<file path="src/rtl/fetch_unit_pkg.sv">
// Shared definitions for the instruction fetch unit: state encoding, default widths, IR field map.
// Latency: n/a (types and constants only).
// Backpressure: n/a.
package fetch_unit_pkg;

    localparam int DEF_ADDR_W = 8;
    localparam int DEF_DATA_W = 8;

    // Instruction register layout: opcode in the high nibble, rs/imm in the low nibble.
    localparam int OPC_MSB = 7;
    localparam int OPC_LSB = 4;
    localparam int OPR_MSB = 3;
    localparam int OPR_LSB = 0;
    localparam int OPR_W   = OPR_MSB - OPR_LSB + 1;

    localparam logic [3:0] NOP_OPCODE = 4'h0;

    typedef enum logic [1:0] {
        BOOT  = 2'd0,
        WAIT  = 2'd1,
        READY = 2'd2
    } fetchState_t;

endpackage

</file>
<file path="src/rtl/fetch_unit_pc_reg.sv">
// Program counter register: boot preset, absolute load (register or IR immediate), or increment.
// Latency: one cycle, new PC visible after the rising edge that applies the update.
// Backpressure: none; the caller gates loadPc/incPc so they only arrive when the fetch FSM allows.
//   Ports: CLK/CLB clock and async active-low reset; bootSet forces PC to 1 after the boot fetch;
//   loadPc/selPc/regData/operand select the jump target; incPc advances PC; pc is the current value.
module fetch_unit_pc_reg
    import fetch_unit_pkg::*;
#(
    parameter int ADDR_W = DEF_ADDR_W
) (
    input  logic              CLK,
    input  logic              CLB,
    input  logic              bootSet,
    input  logic              loadPc,
    input  logic              incPc,
    input  logic              selPc,
    input  logic [ADDR_W-1:0] regData,
    input  logic [OPR_W-1:0]  operand,
    output logic [ADDR_W-1:0] pc
);

    logic [ADDR_W-1:0] jumpTarget;
    logic [ADDR_W-1:0] pcPlusOne;

    assign jumpTarget = selPc ? regData : {{(ADDR_W-OPR_W){1'b0}}, operand};
    // Natural wrap of the fixed-width add gives the 0xFF -> 0x00 rollover.
    assign pcPlusOne  = pc + {{(ADDR_W-1){1'b0}}, 1'b1};

    // Priority: boot preset, then load (which swallows a concurrent increment), then increment.
    always_ff @(posedge CLK or negedge CLB) begin
        if (!CLB) begin
            pc <= '0;
        end else if (bootSet) begin
            pc <= {{(ADDR_W-1){1'b0}}, 1'b1};
        end else if (loadPc) begin
            pc <= jumpTarget;
        end else if (incPc) begin
            pc <= pcPlusOne;
        end
    end

endmodule

</file>
<file path="src/rtl/fetch_unit.sv">
// Instruction fetch unit: issues instruction-memory requests, captures IR, owns the PC via pc_reg.
// Latency: request edge then response edge; with zero-wait memory one fetch completes every two cycles.
// Backpressure: Stall=1 while booting or waiting on memory; controller strobes are ignored until READY.
//   Ports: CLK/CLB clock and async active-low reset; LoadIR/IncPC/SelPC/LoadPC/RegData controller side;
//   MemAddr/MemReq/MemData/MemValid instruction memory; Opcode/Operand decoded IR; PC; Stall.
module fetch_unit
    import fetch_unit_pkg::*;
#(
    parameter int ADDR_W = DEF_ADDR_W,
    parameter int DATA_W = DEF_DATA_W
) (
    input  logic              CLK,
    input  logic              CLB,
    input  logic              LoadIR,
    input  logic              IncPC,
    input  logic              SelPC,
    input  logic              LoadPC,
    input  logic [ADDR_W-1:0] RegData,
    output logic [ADDR_W-1:0] MemAddr,
    output logic              MemReq,
    input  logic [DATA_W-1:0] MemData,
    input  logic              MemValid,
    output logic [3:0]        Opcode,
    output logic [3:0]        Operand,
    output logic [ADDR_W-1:0] PC,
    output logic              Stall
);

    localparam logic [DATA_W-1:0] IR_RESET = DATA_W'({NOP_OPCODE, {OPR_W{1'b0}}});

    fetchState_t       state;
    fetchState_t       nextState;
    logic [DATA_W-1:0] ir;
    logic              bootFlag;

    logic              reqStart;
    logic [ADDR_W-1:0] reqAddr;
    logic              fetchDone;
    logic              bootDone;
    logic              pcLoad;
    logic              pcInc;

    always_ff @(posedge CLK or negedge CLB) begin
        if (!CLB) begin
            state <= BOOT;
        end else begin
            state <= nextState;
        end
    end

    // MemValid only matters in WAIT and controller strobes only in READY, so a response
    // straggling in after a reset abort cannot load IR until a fresh request is outstanding.
    always_comb begin
        nextState = state;
        reqStart  = 1'b0;
        reqAddr   = '0;
        fetchDone = 1'b0;
        bootDone  = 1'b0;
        pcLoad    = 1'b0;
        pcInc     = 1'b0;
        case (state)
            BOOT: begin
                reqStart  = 1'b1;
                nextState = WAIT;
            end
            WAIT: begin
                if (MemValid) begin
                    fetchDone = 1'b1;
                    bootDone  = bootFlag;
                    nextState = READY;
                end
            end
            READY: begin
                pcLoad = LoadPC;
                pcInc  = IncPC & ~LoadPC;
                if (LoadIR) begin
                    reqStart  = 1'b1;
                    reqAddr   = PC;  // pre-update PC, even when PC changes this same edge
                    nextState = WAIT;
                end
            end
            default: begin
                nextState = BOOT;
            end
        endcase
    end

    always_ff @(posedge CLK or negedge CLB) begin
        if (!CLB) begin
            ir       <= IR_RESET;
            MemReq   <= 1'b0;
            MemAddr  <= '0;
            bootFlag <= 1'b1;
        end else if (reqStart) begin
            MemReq  <= 1'b1;
            MemAddr <= reqAddr;
        end else if (fetchDone) begin
            MemReq   <= 1'b0;
            ir       <= MemData;
            bootFlag <= 1'b0;
        end
    end

    fetch_unit_pc_reg #(
        .ADDR_W (ADDR_W)
    ) u_pc_reg (
        .CLK     (CLK),
        .CLB     (CLB),
        .bootSet (bootDone),
        .loadPc  (pcLoad),
        .incPc   (pcInc),
        .selPc   (SelPC),
        .regData (RegData),
        .operand (ir[OPR_MSB:OPR_LSB]),
        .pc      (PC)
    );

    assign Opcode  = ir[OPC_MSB:OPC_LSB];
    assign Operand = ir[OPR_MSB:OPR_LSB];
    assign Stall   = (state != READY);

endmodule

</file>
<file path="config.mk">
export PLATFORM = sky130hd
export DESIGN_NAME = fetch_unit
export DESIGN_NICKNAME = d
export VERILOG_FILES = /design/src/rtl/fetch_unit_pkg.sv /design/src/rtl/fetch_unit_pc_reg.sv /design/src/rtl/fetch_unit.sv
export SDC_FILE = /design/constraint.sdc
export NUM_CORES = 1
export LEC_CHECK = 0
export ABC_AREA = 1
export BUFFER_PORTS_ARGS = -buffer_cell sky130_fd_sc_hd__clkbuf_2
export CAP_MARGIN = 20
export CORE_MARGIN = 2
export CORE_UTILIZATION = 53
export DETAILED_ROUTE_END_ITERATION = 6
export GPL_ROUTABILITY_DRIVEN = 0
export PLACE_DENSITY = 0.84
export SLEW_MARGIN = 20
export SYNTH_ARGS = -nofsm -noshare
export SYNTH_HDL_FRONTEND = slang
export SYNTH_SLANG_ARGS = --single-unit
</file>
<file path="constraint.sdc">
create_clock -name CLK -period 2.3 [get_ports CLK]
set_clock_uncertainty 0.05 [all_clocks]
set_input_delay 0.46 -clock CLK [delete_from_list [all_inputs] [get_ports CLK]]
set_output_delay 0.46 -clock CLK [all_outputs]
set_load 0.01 [all_outputs]
</file>
==> flow_metrics.env <==
export IMPL_ys_ff_latch=28
export IMPL_cp_end_kind="output pin"
export IMPL_synth_cell_types=22
export IMPL_cts_sinks=28
export IMPL_layout_min_cycle_time_ns=1.66
export IMPL_io_pins=49
export IMPL_synth_async_reset_ratio=1.00
export IMPL_startpoint="state[0]"
export IMPL_yosys_warnings=0
export IMPL_power_mw=2.00
export IMPL_cap_viol_max_count=0
export IMPL_slew_limit_headroom=0.547
export IMPL_fin_crit_sh=0.723
export IMPL_dr_pass1_iters=4
export IMPL_r2r_slack_ns=0.81
export IMPL_worst_path_max_delay_cell="dfrtp_1"
export IMPL_remaining_drc_errors=0
export IMPL_grt_util_all_layers=0.217
export IMPL_die_area_um2=3130
export IMPL_status="complete, no violations"
export IMPL_cts_tree="yes"
export IMPL_final_util=0.689
export IMPL_wl_um=3090
export IMPL_yosysSeqAreaShare=0.490
export IMPL_die_width_um=56.0
export IMPL_rr_startpoint="state[1]"
export IMPL_rr_worst_depth=8
export IMPL_core_um2=2520
export IMPL_power_frac_comb=0.446
export IMPL_rows=18
export IMPL_vias_per_cell=5.06
export IMPL_dp_hpwl_um=2370
export IMPL_crit_buf_inv=2
export IMPL_power_frac_seq=0.434
export IMPL_start_util=0.568
export IMPL_worst_slack_ns=0.638
export IMPL_internal_power_mw=1.11
export IMPL_avgSynthCellArea_um2=7.92
export IMPL_fmax_ghz=0.602
export IMPL_nFillCells=237
export IMPL_hold_viol=0
export IMPL_grt_met3_usage=0.0372
export IMPL_cts_buffers=3
export IMPL_p_switching_mw=0.890
export IMPL_netSwitchingFraction=0.444
export IMPL_grt_busiest_layer="met2"
export IMPL_grt_use_met2=0.351
export IMPL_r2r_end="u_pc_reg.pc[3]"
export IMPL_ctsResizeCount=0
export IMPL_clkPwrFrac=0.120
export IMPL_fin_nets=256
export IMPL_crit_fanout=4
export IMPL_max_stage_delay_ns=0.47
export IMPL_syn2layout_area_growth_pct=21.3
export IMPL_synth_commonest_cells="78 x nand2_1, 27 x dfrtp_1, 17 x o21ai_0"
export IMPL_drtAntennaViolNets=0
export IMPL_cp_data_required_time_ns=1.79
export IMPL_place_area_um2=1700
export IMPL_cts_setup_buffers=0
export IMPL_p_leak_nw=0.990
export IMPL_htree_levels=1
export IMPL_setup_viol_count_final=0
export IMPL_tightest_slew_ns=0.680
export IMPL_num_antenna_cells=0
export IMPL_ir_drop_v=0.000681
export IMPL_rsz0062_at_grt="no"
export IMPL_maxSlewViolCount=0
export IMPL_cts_root_buf="clkbuf_4"
export IMPL_cp_cell_sequence="inv_2, nand2_4, clkbuf_2"
export IMPL_vias=1320
export IMPL_synth_cells=181
export IMPL_drive_gt1_frac=0.307
export IMPL_yosysMostFrequentCell="nand2_1"
export IMPL_grt_pass1_wl_um=5470
export IMPL_io_buffers=48
export IMPL_grt_ovfl_total=0
export IMPL_clockBufferDepth=2
export IMPL_crit_type="reg -> out"
export IMPL_critPathLaunchType="flip-flop"
export IMPL_grt_use_met1=0.290
export IMPL_grt_pass1_vias=1271
export IMPL_die_h_um=56.0
export IMPL_post_drt_wl_per_cell_um=11.8
export IMPL_cts_hold_buffers=0
export IMPL_synth_edf_count=0
export IMPL_hold_class="in -> async"
export IMPL_synth_nets=205
export IMPL_yosys_area_top_type="dfrtp_1"
export IMPL_crit_family="flip-flops"
export IMPL_yosysTopAreaCellShare=0.472
export IMPL_grt_max_degree=29
export IMPL_dp_slack_ns=0.793
export IMPL_drt_iter0_markers=55
export IMPL_post_synth_main_area_contributors="dfrtp_1 47%, nand2_1 20%, o21ai_0 5.9%"
export IMPL_powerDensity_nw_per_um2=1150
export IMPL_clk_latency_ns=0.33
export IMPL_critPathArrivalTime_ns=1.15
export IMPL_fin_area_um2=1740
export IMPL_tns_ns=0
export IMPL_yosys_most_used_dff="dfrtp_1"
export IMPL_synth_area_um2=1430
export IMPL_antenna_found_initial=0
export IMPL_clk_pin_slew_ns=0.14
==> worst register-to-register path: stages (launching register included) <==
cell and delay [ns]:
dfrtp_1 0.45, inv_2 0.12, nand3_2 0.21, inv_2 0.25, nand2_4 0.09, nand2_4 0.09, inv_4 0.05, nand2_1 0.05
nand2_1 0.05
==> placed cells by master (no fill, tap or decap), drive strengths merged <==
cell type,count
nand2,82
clkbuf,52
dfrtp,27
inv,21
o21ai,20
nand3,12
nor2,8
a21oi,4
nand4,3
ha,1
dfstp,1
==> power by group through the flow <==
stage	Sequential (mW)	Clock, mW	Combinational, mW
after CTS	0.864	0.246	0.904
after global placement	0.871	0	0.869
final	0.869	0.240	0.894
after global routing	0.895	0.266	1.02
after floorplan	0.932	0	0.490
after detailed placement	0.877	0	0.894
==> worst max-delay path by stage <==
stage                           to  slack (ns)  cells after the start
floorplan           u_pc_reg.pc[4]        1.07                      6
global placement    u_pc_reg.pc[1]        0.83                      8
detailed placement  u_pc_reg.pc[1]        0.79                      8
CTS                          Stall        0.62                      3
global route                 Stall        0.58                      3
finish                       Stall        0.64                      3
==> metal layers <==
layer,up-vias,part of all wire
met4,0,0.026
met5,-,0
li1,675,-
met1,590,0.47
met2,46,0.45
met3,9,0.057
==> metrics by stage <==
stage | hold WS [ns] | cells
2_1_floorplan | 0.114 | 181
3_3_place_gp | 0.406 | 257
3_5_place_dp | 0.414 | 257
4_1_cts | 0.105 | 261
5_1_grt | 0.118 | 261
6_report | 0.0886 | 261
==> cell families after synthesis <==
kind of cell | count (synthesis) | share of synthesized area
adders and majority gates | 1 | 0.00873
buffers and inverters | 23 | 0.0646
AOI/OAI and AO/OA | 24 | 0.0917
DFF | 28 | 0.490
and+or+nand+nor | 105 | 0.345
==> layout make-up <==
cell class	instances	area (um^2)	area share
sequential	28	702	0.404
tap	30	37.5	0.0216
timing repair buffer	48	240	0.138
inverter	21	83.8	0.0482
multi-input combinational	130	638	0.367
clock buffer	4	36.3	0.0209
No activity file was read; power rests on OpenSTA's default activity.
